<file path="src/rtl/ram_arbiter.sv">
// Shares one blockram (sync write port, 1-cycle registered read port) between a
// cpu port (A) and a monitor port (B), one serialized transaction at a time.
module ram_arbiter #(
    parameter int ADDR_WIDTH = 13,
    parameter int FIXED_PRIO = 0,
    parameter int MAX_WAIT   = 8
) (
    input  logic                  clk,
    input  logic                  reset_n,
    input  logic                  a_req,
    input  logic                  a_we,
    input  logic [ADDR_WIDTH-1:0] a_addr,
    input  logic [7:0]            a_wdata,
    output logic                  a_ack,
    output logic [7:0]            a_rdata,
    output logic                  a_grant,
    input  logic                  b_req,
    input  logic                  b_we,
    input  logic [ADDR_WIDTH-1:0] b_addr,
    input  logic [7:0]            b_wdata,
    output logic                  b_ack,
    output logic [7:0]            b_rdata,
    output logic                  b_grant,
    output logic [ADDR_WIDTH-1:0] ram_waddr,
    output logic [ADDR_WIDTH-1:0] ram_raddr,
    output logic [7:0]            ram_din,
    output logic                  ram_write,
    input  logic [7:0]            ram_dout
);

    typedef enum logic [2:0] {
        IDLE  = 3'd0,
        WRITE = 3'd1,
        RADDR = 3'd2,
        RWAIT = 3'd3,
        RACK  = 3'd4
    } state_t;

    localparam logic [7:0] MAX_WAIT_C = 8'(MAX_WAIT);
    localparam logic [7:0] WAIT_SAT   = 8'hFF;

    state_t                state_r;
    state_t                state_s;
    logic                  win_b_r;
    logic                  win_b_s;
    logic                  last_b_r;
    logic                  last_b_s;
    logic [7:0]            wait_cnt_r;
    logic [7:0]            wait_cnt_s;
    logic                  a_block_r;
    logic                  b_block_r;
    logic                  a_elig_s;
    logic                  b_elig_s;
    logic                  force_b_s;
    logic                  pick_b_s;
    logic                  decide_s;
    logic                  sel_we_s;
    logic [ADDR_WIDTH-1:0] sel_addr_s;
    logic [7:0]            sel_wdata_s;
    logic                  ack_s;
    logic                  a_ack_r;
    logic                  b_ack_r;
    logic                  a_grant_r;
    logic                  b_grant_r;
    logic                  ram_write_r;
    logic [7:0]            a_rdata_r;
    logic [7:0]            b_rdata_r;
    logic [7:0]            ram_din_r;
    logic [ADDR_WIDTH-1:0] ram_waddr_r;
    logic [ADDR_WIDTH-1:0] ram_raddr_r;

    // Arbitration: eligibility, aging override and winner selection in IDLE.
    always_comb begin
        a_elig_s  = a_req && !a_block_r;
        b_elig_s  = b_req && !b_block_r;
        force_b_s = (FIXED_PRIO != 0) && (wait_cnt_r >= MAX_WAIT_C);
        pick_b_s  = 1'b0;
        if (a_elig_s && b_elig_s) begin
            if (FIXED_PRIO != 0) begin
                pick_b_s = force_b_s;
            end else begin
                pick_b_s = !last_b_r;
            end
        end else if (b_elig_s) begin
            pick_b_s = 1'b1;
        end else begin
            pick_b_s = 1'b0;
        end
        decide_s    = (state_r == IDLE) && (a_elig_s || b_elig_s);
        sel_we_s    = pick_b_s ? b_we    : a_we;
        sel_addr_s  = pick_b_s ? b_addr  : a_addr;
        sel_wdata_s = pick_b_s ? b_wdata : a_wdata;
    end

    // Next-state, winner/last-grant bookkeeping and the B aging counter.
    always_comb begin
        state_s  = state_r;
        win_b_s  = win_b_r;
        last_b_s = last_b_r;
        case (state_r)
            IDLE: begin
                if (decide_s) begin
                    state_s  = sel_we_s ? WRITE : RADDR;
                    win_b_s  = pick_b_s;
                    last_b_s = pick_b_s;
                end else begin
                    state_s = IDLE;
                end
            end
            WRITE:   state_s = IDLE;
            RADDR:   state_s = RWAIT;
            RWAIT:   state_s = RACK;
            RACK:    state_s = IDLE;
            default: state_s = IDLE;
        endcase
        ack_s = (state_s == WRITE) || (state_s == RACK);
        // Counter only ages while B is actually waiting.
        if ((FIXED_PRIO == 0) || !b_req || (decide_s && pick_b_s) || b_grant_r) begin
            wait_cnt_s = 8'd0;
        end else if (wait_cnt_r != WAIT_SAT) begin
            wait_cnt_s = wait_cnt_r + 8'd1;
        end else begin
            wait_cnt_s = wait_cnt_r;
        end
    end

    // State, arbitration history and post-ack request masks.
    always_ff @(posedge clk or negedge reset_n) begin
        if (!reset_n) begin
            state_r    <= IDLE;
            win_b_r    <= 1'b0;
            last_b_r   <= 1'b1;
            wait_cnt_r <= 8'd0;
            a_block_r  <= 1'b0;
            b_block_r  <= 1'b0;
        end else begin
            state_r    <= state_s;
            win_b_r    <= win_b_s;
            last_b_r   <= last_b_s;
            wait_cnt_r <= wait_cnt_s;
            a_block_r  <= a_ack_r;
            b_block_r  <= b_ack_r;
        end
    end

    // Registered port and ram outputs, decoded from the next state.
    always_ff @(posedge clk or negedge reset_n) begin
        if (!reset_n) begin
            a_ack_r     <= 1'b0;
            b_ack_r     <= 1'b0;
            a_grant_r   <= 1'b0;
            b_grant_r   <= 1'b0;
            ram_write_r <= 1'b0;
            ram_waddr_r <= {ADDR_WIDTH{1'b0}};
            ram_raddr_r <= {ADDR_WIDTH{1'b0}};
            ram_din_r   <= 8'd0;
        end else begin
            a_ack_r     <= ack_s && !win_b_s;
            b_ack_r     <= ack_s && win_b_s;
            a_grant_r   <= (state_s != IDLE) && !win_b_s;
            b_grant_r   <= (state_s != IDLE) && win_b_s;
            ram_write_r <= (state_s == WRITE);
            if (decide_s && sel_we_s) begin
                ram_waddr_r <= sel_addr_s;
                ram_din_r   <= sel_wdata_s;
            end
            if (decide_s && !sel_we_s) begin
                ram_raddr_r <= sel_addr_s;
            end
        end
    end

    // Read data capture at the end of RWAIT into the winner's holding register.
    always_ff @(posedge clk or negedge reset_n) begin
        if (!reset_n) begin
            a_rdata_r <= 8'd0;
            b_rdata_r <= 8'd0;
        end else if (state_r == RWAIT) begin
            if (win_b_r) begin
                b_rdata_r <= ram_dout;
            end else begin
                a_rdata_r <= ram_dout;
            end
        end
    end

    assign a_ack     = a_ack_r;
    assign b_ack     = b_ack_r;
    assign a_grant   = a_grant_r;
    assign b_grant   = b_grant_r;
    assign a_rdata   = a_rdata_r;
    assign b_rdata   = b_rdata_r;
    assign ram_write = ram_write_r;
    assign ram_waddr = ram_waddr_r;
    assign ram_raddr = ram_raddr_r;
    assign ram_din   = ram_din_r;

endmodule

</file>
<file path="config.mk">
export PLATFORM = sky130hd
export DESIGN_NAME = ram_arbiter
export DESIGN_NICKNAME = d
export VERILOG_FILES = /design/src/rtl/ram_arbiter.sv
export SDC_FILE = /design/constraint.sdc
export NUM_CORES = 1
export LEC_CHECK = 0
export CORE_ASPECT_RATIO = 1.4
export CORE_MARGIN = 8
export CORE_UTILIZATION = 42
export CTS_CLUSTER_DIAMETER = 150
export CTS_CLUSTER_SIZE = 8
export DETAILED_ROUTE_END_ITERATION = 7
export PLACE_DENSITY = 0.86
export RECOVER_POWER = 100
export SYNTH_ARGS = -nofsm -noshare
export SYNTH_HDL_FRONTEND = slang
export SYNTH_SLANG_ARGS = --single-unit
</file>
<file path="constraint.sdc">
create_clock -name clk -period 2.65 [get_ports clk]
set_clock_uncertainty 0.2 [all_clocks]
set_input_delay 0.53 -clock clk [delete_from_list [all_inputs] [get_ports clk]]
set_output_delay 0.53 -clock clk [all_outputs]
set_load 0.03 [all_outputs]
</file>
==> summary.txt <==
Global route
  – First-pass GRT wire length: 10600 um
  – Initial antenna violation count: 0
  – Total grt overflow: 0
  – Number of global-route vias before repair: 2074
  – Largest net degree at the start of global routing: 25
  – Total track usage: 15.6%

STA
  – Minimum clock period: 2.38 ns
  – Worst-Margin Slew: 1.16 ns
  – Total negative setup slack: 0 ns
  – Final period util: 89.9%
  – Relative slew slack: 22.8%
  – Final Max Slew Viols: 0
  – Hold slack final: 0.187 ns
  – RSZ-0062 raised after global routing: no
  – Endpoints failing setup: 0
  – Post-route setup slack: 0.266 ns
  – Fmax: 420 MHz
  – Fin. Hold Viols: 0

Placement
  – # port buffers: 110
  – RD Place Congestion: 0.759
  – Post-Place Setup Slack: -0.00264 ns
  – HPWL reported at the end of detailed placement: 5180 um

Synth
  – Avg Cell Area, Syn: 15.2 um^2
  – Area leader, netlist: dfrtp_1
  – Mapped Cells: 172
  – Synthesized area: 2610 um^2
  – Ys Warns: 0
  – Mapped Nets: 228
  – Post-synth cell types: 24
  – Post-synthesis sequential area ratio: 59.5%
  – Post-synth top area share: 58.5%
  – Number of synthesized register bits: 62
  – Synth top area cells: dfrtp_1 59%, mux2_2 31%, buf_6 1.3%, o32ai_4 1.1%, dfstp_2 1.0%

Critical path
  – Cell with the largest stage delay on the worst path: dlygate4sd3_1
  – CP bufs+invs: 2
  – Family with the most delay on the worst path: buffers and inverters
  – Critical R2R Capture: ram_raddr[6]
  – CP Capture Type: flip-flop
  – CP max stage delay: 0.54 ns
  – Critical Path AT: 2.39 ns
  – Crit path launch type: input pin
  – CP Max Fanout: 10
  – Critical Path RT: 2.65 ns
  – WS Path Type: in2reg
  – Reg-to-reg startpoint: state_r[0]
  – Crit-path cells: dlygate4sd3_1 -> nor2b_1 -> a21o_1 -> buf_12 -> mux2_1 -> mux2_2
  – R2R Setup Slk: 0.56 ns
  – R2R depth: 5

Clock network
  – Worst skew pair latency: 0.32 ns
  – CTS root buffer: clkbuf_8
  – Post-CTS Setup Repair Bufs: 0
  – Worst-path clk slew: 0.06 ns
  – CTS tree: yes
  – CTS buffer count: 9
  – H-tree levels: 3
  – CTS max path bufs: 2
  – Clk sinks: 62

Final layout
  – Ant. Diodes: 0
  – Layout cell share with drive strength beyond 1: 29.4%
  – Fillers: 489
  – Layout area overhead: 54.1%
  – Final #Nets: 355

Floorplan
  – I/O pin count: 111
  – Die width: 82.6 um
  – Chip Height: 109 um
  – Row count: 34
  – Initial Util: 42.6%
  – Die footprint: 9030 um^2
  – Core ar.: 6130 um^2

Power
  – Power Density: 1300 nW/um^2
  – Comb pwr share: 54.7%
  – Switch Pwr: 0.00212 W
  – Static Leak: 1.73 nW
  – Internal: 0.00310 W
  – Peak supply drop: 0.000613 V
  – Clock Power Share: 13.5%
  – Seq pwr share: 31.9%
  – Switching fraction of total power: 40.5%

Drt
  – Number of remaining DRC errors: 0
  – Aggregate routed wire length: 6620 um
  – Drt initial violations: 77
  – Routed Antenna Nets: 0
  – Via-to-Cell Ratio: 4.90
  – Top layer in use: met4
  – DRT Pass-1 Iters: 4
  – WL met3: 313 um
  – Via count: 1838
  – Routed length on met2: 3770 um
  – WL met1: 2330 um
  – Wire per inst: 17.6 um

Worst hold path
  – Hold path cells: 0
  – Min-delay src: a_ack
  – Class of the worst hold path: reg2reg
  – Min-Delay Endpoint: a_block_r

Status
  – Outcome: finished clean

Job
  – Maxcap violations: 0
## Yosys cell counts (all sizes together)
library cell	count
a22oi	1
o21ai	2
a21oi	4
o22a	1
o21bai	1
nand2	4
or3	1
mux2	71
dfstp	1
a21o	1
a22o	1
nand3	1
o32ai	1
inv	3
or2b	1
nor2b	2
buf	6
nor3	1
dfrtp	61
nor2	5
nand2b	3
## timing repair
item | 4_1_cts | 5_1_grt
hold endpoints to repair | 21 | 0
hold buffers | 1 | 0
gates resized for setup | 0 | 0
## layout make-up
class	count	area [um^2]	share of cell area, %
clock buffers	14	163	4.05
flip-flops and latches	62	1550	38.6
inverters	3	11.3	0.280
well taps	72	90.1	2.24
repair buffers	122	1210	30.0
multi-input cells	101	991	24.7
clock inverters	1	5.00	0.125
## registers in the layout (all words and copies together) (netlist names)
name / count
ram_din: 8
b_block_r: 1
b_rdata: 8
a_block_r: 1
b_ack: 1
state_r: 3
ram_raddr: 13
ram_write: 1
last_b_r: 1
b_grant: 1
win_b_r: 1
a_ack: 1
ram_waddr: 13
a_rdata: 8
a_grant: 1
## per-layer routing
layer  vias up  global-route usage, %
met4         0                   10.8
li1        870                      -
met2        51                   27.3
met1       901                   16.5
met5         -                      0
met3        16                   2.56
## kinds of logic (layout without fill, tap and decap cells)
family | after synthesis | after routing | share of synthesized area [%]
compound gates | 12 | 12 | 3.74
flops | 62 | 62 | 59.5
simple gates | 18 | 18 | 3.69
buf+inv | 9 | 140 | 2.40
mux | 71 | 71 | 30.6
## power by group through the flow
stage,combinational (W),clock [W],sequential (W)
floorplan,0.000938,0,0.00253
CTS,0.00307,0.000732,0.00169
global placement,0.00301,0,0.00167
detailed placement,0.00306,0,0.00169
global route,0.00301,0.000777,0.00173
finish,0.00285,0.000703,0.00166
## metrics by stage
step / utilization (%) / cells / instance area, um^2 / power (W)
after floorplan: - / 172 / 2610 / 0.00347
after global placement: 62.9 / 359 / 3850 / 0.00468
after detailed placement: 62.9 / 359 / 3850 / 0.00475
after CTS: 65.8 / 375 / 4030 / 0.00549
after global routing: 65.6 / 375 / 4020 / 0.00552
final: 65.6 / 375 / 4020 / 0.00522
## placed cells by master (no fill, tap or decap)
| master | synthesis | final |
|---|---|---|
| o21bai_1 | 1 | 1 |
| or3_1 | 1 | 1 |
| nor3_2 | 1 | 1 |
| inv_1 | 3 | 3 |
| o32ai_4 | 1 | 1 |
| o22a_1 | 1 | 1 |
| nand3_1 | 1 | 1 |
| mux2_2 | 71 | 64 |
| dfrtp_1 | 61 | 61 |
| or2b_1 | 1 | 1 |
| buf_12 | 0 | 2 |
| a22oi_1 | 1 | 1 |
| nor2b_1 | 2 | 2 |
| clkbuf_8 | 0 | 11 |
| buf_4 | 1 | 6 |
| clkinv_2 | 0 | 1 |
| dlygate4sd3_1 | 0 | 57 |
| a21o_1 | 1 | 1 |
| clkdlybuf4s50_1 | 0 | 53 |
| clkbuf_2 | 0 | 1 |
| a22o_1 | 1 | 1 |
| nand2_1 | 4 | 4 |
| mux2_1 | 0 | 7 |
| nand2b_1 | 3 | 3 |
| nor2_1 | 4 | 5 |
| dfstp_2 | 1 | 1 |
| clkbuf_4 | 0 | 1 |
| clkbuf_1 | 0 | 5 |
| o21ai_0 | 2 | 2 |
| a21oi_1 | 4 | 4 |
## how the worst max path moves through the flow
stage	start	to	slack [ns]	cells past startpoint
after global placement	a_req	ram_raddr[10]	0.07	6
after detailed placement	a_req	ram_waddr[10]	-0.003	6
after CTS	a_req	ram_waddr[10]	0.34	6
final	a_req	ram_raddr[6]	0.27	6
after floorplan	a_req	ram_raddr[0]	0.53	5
after global routing	reset_n	ram_din[0]	0.13	3
No activity file was read; power rests on OpenSTA's default activity.
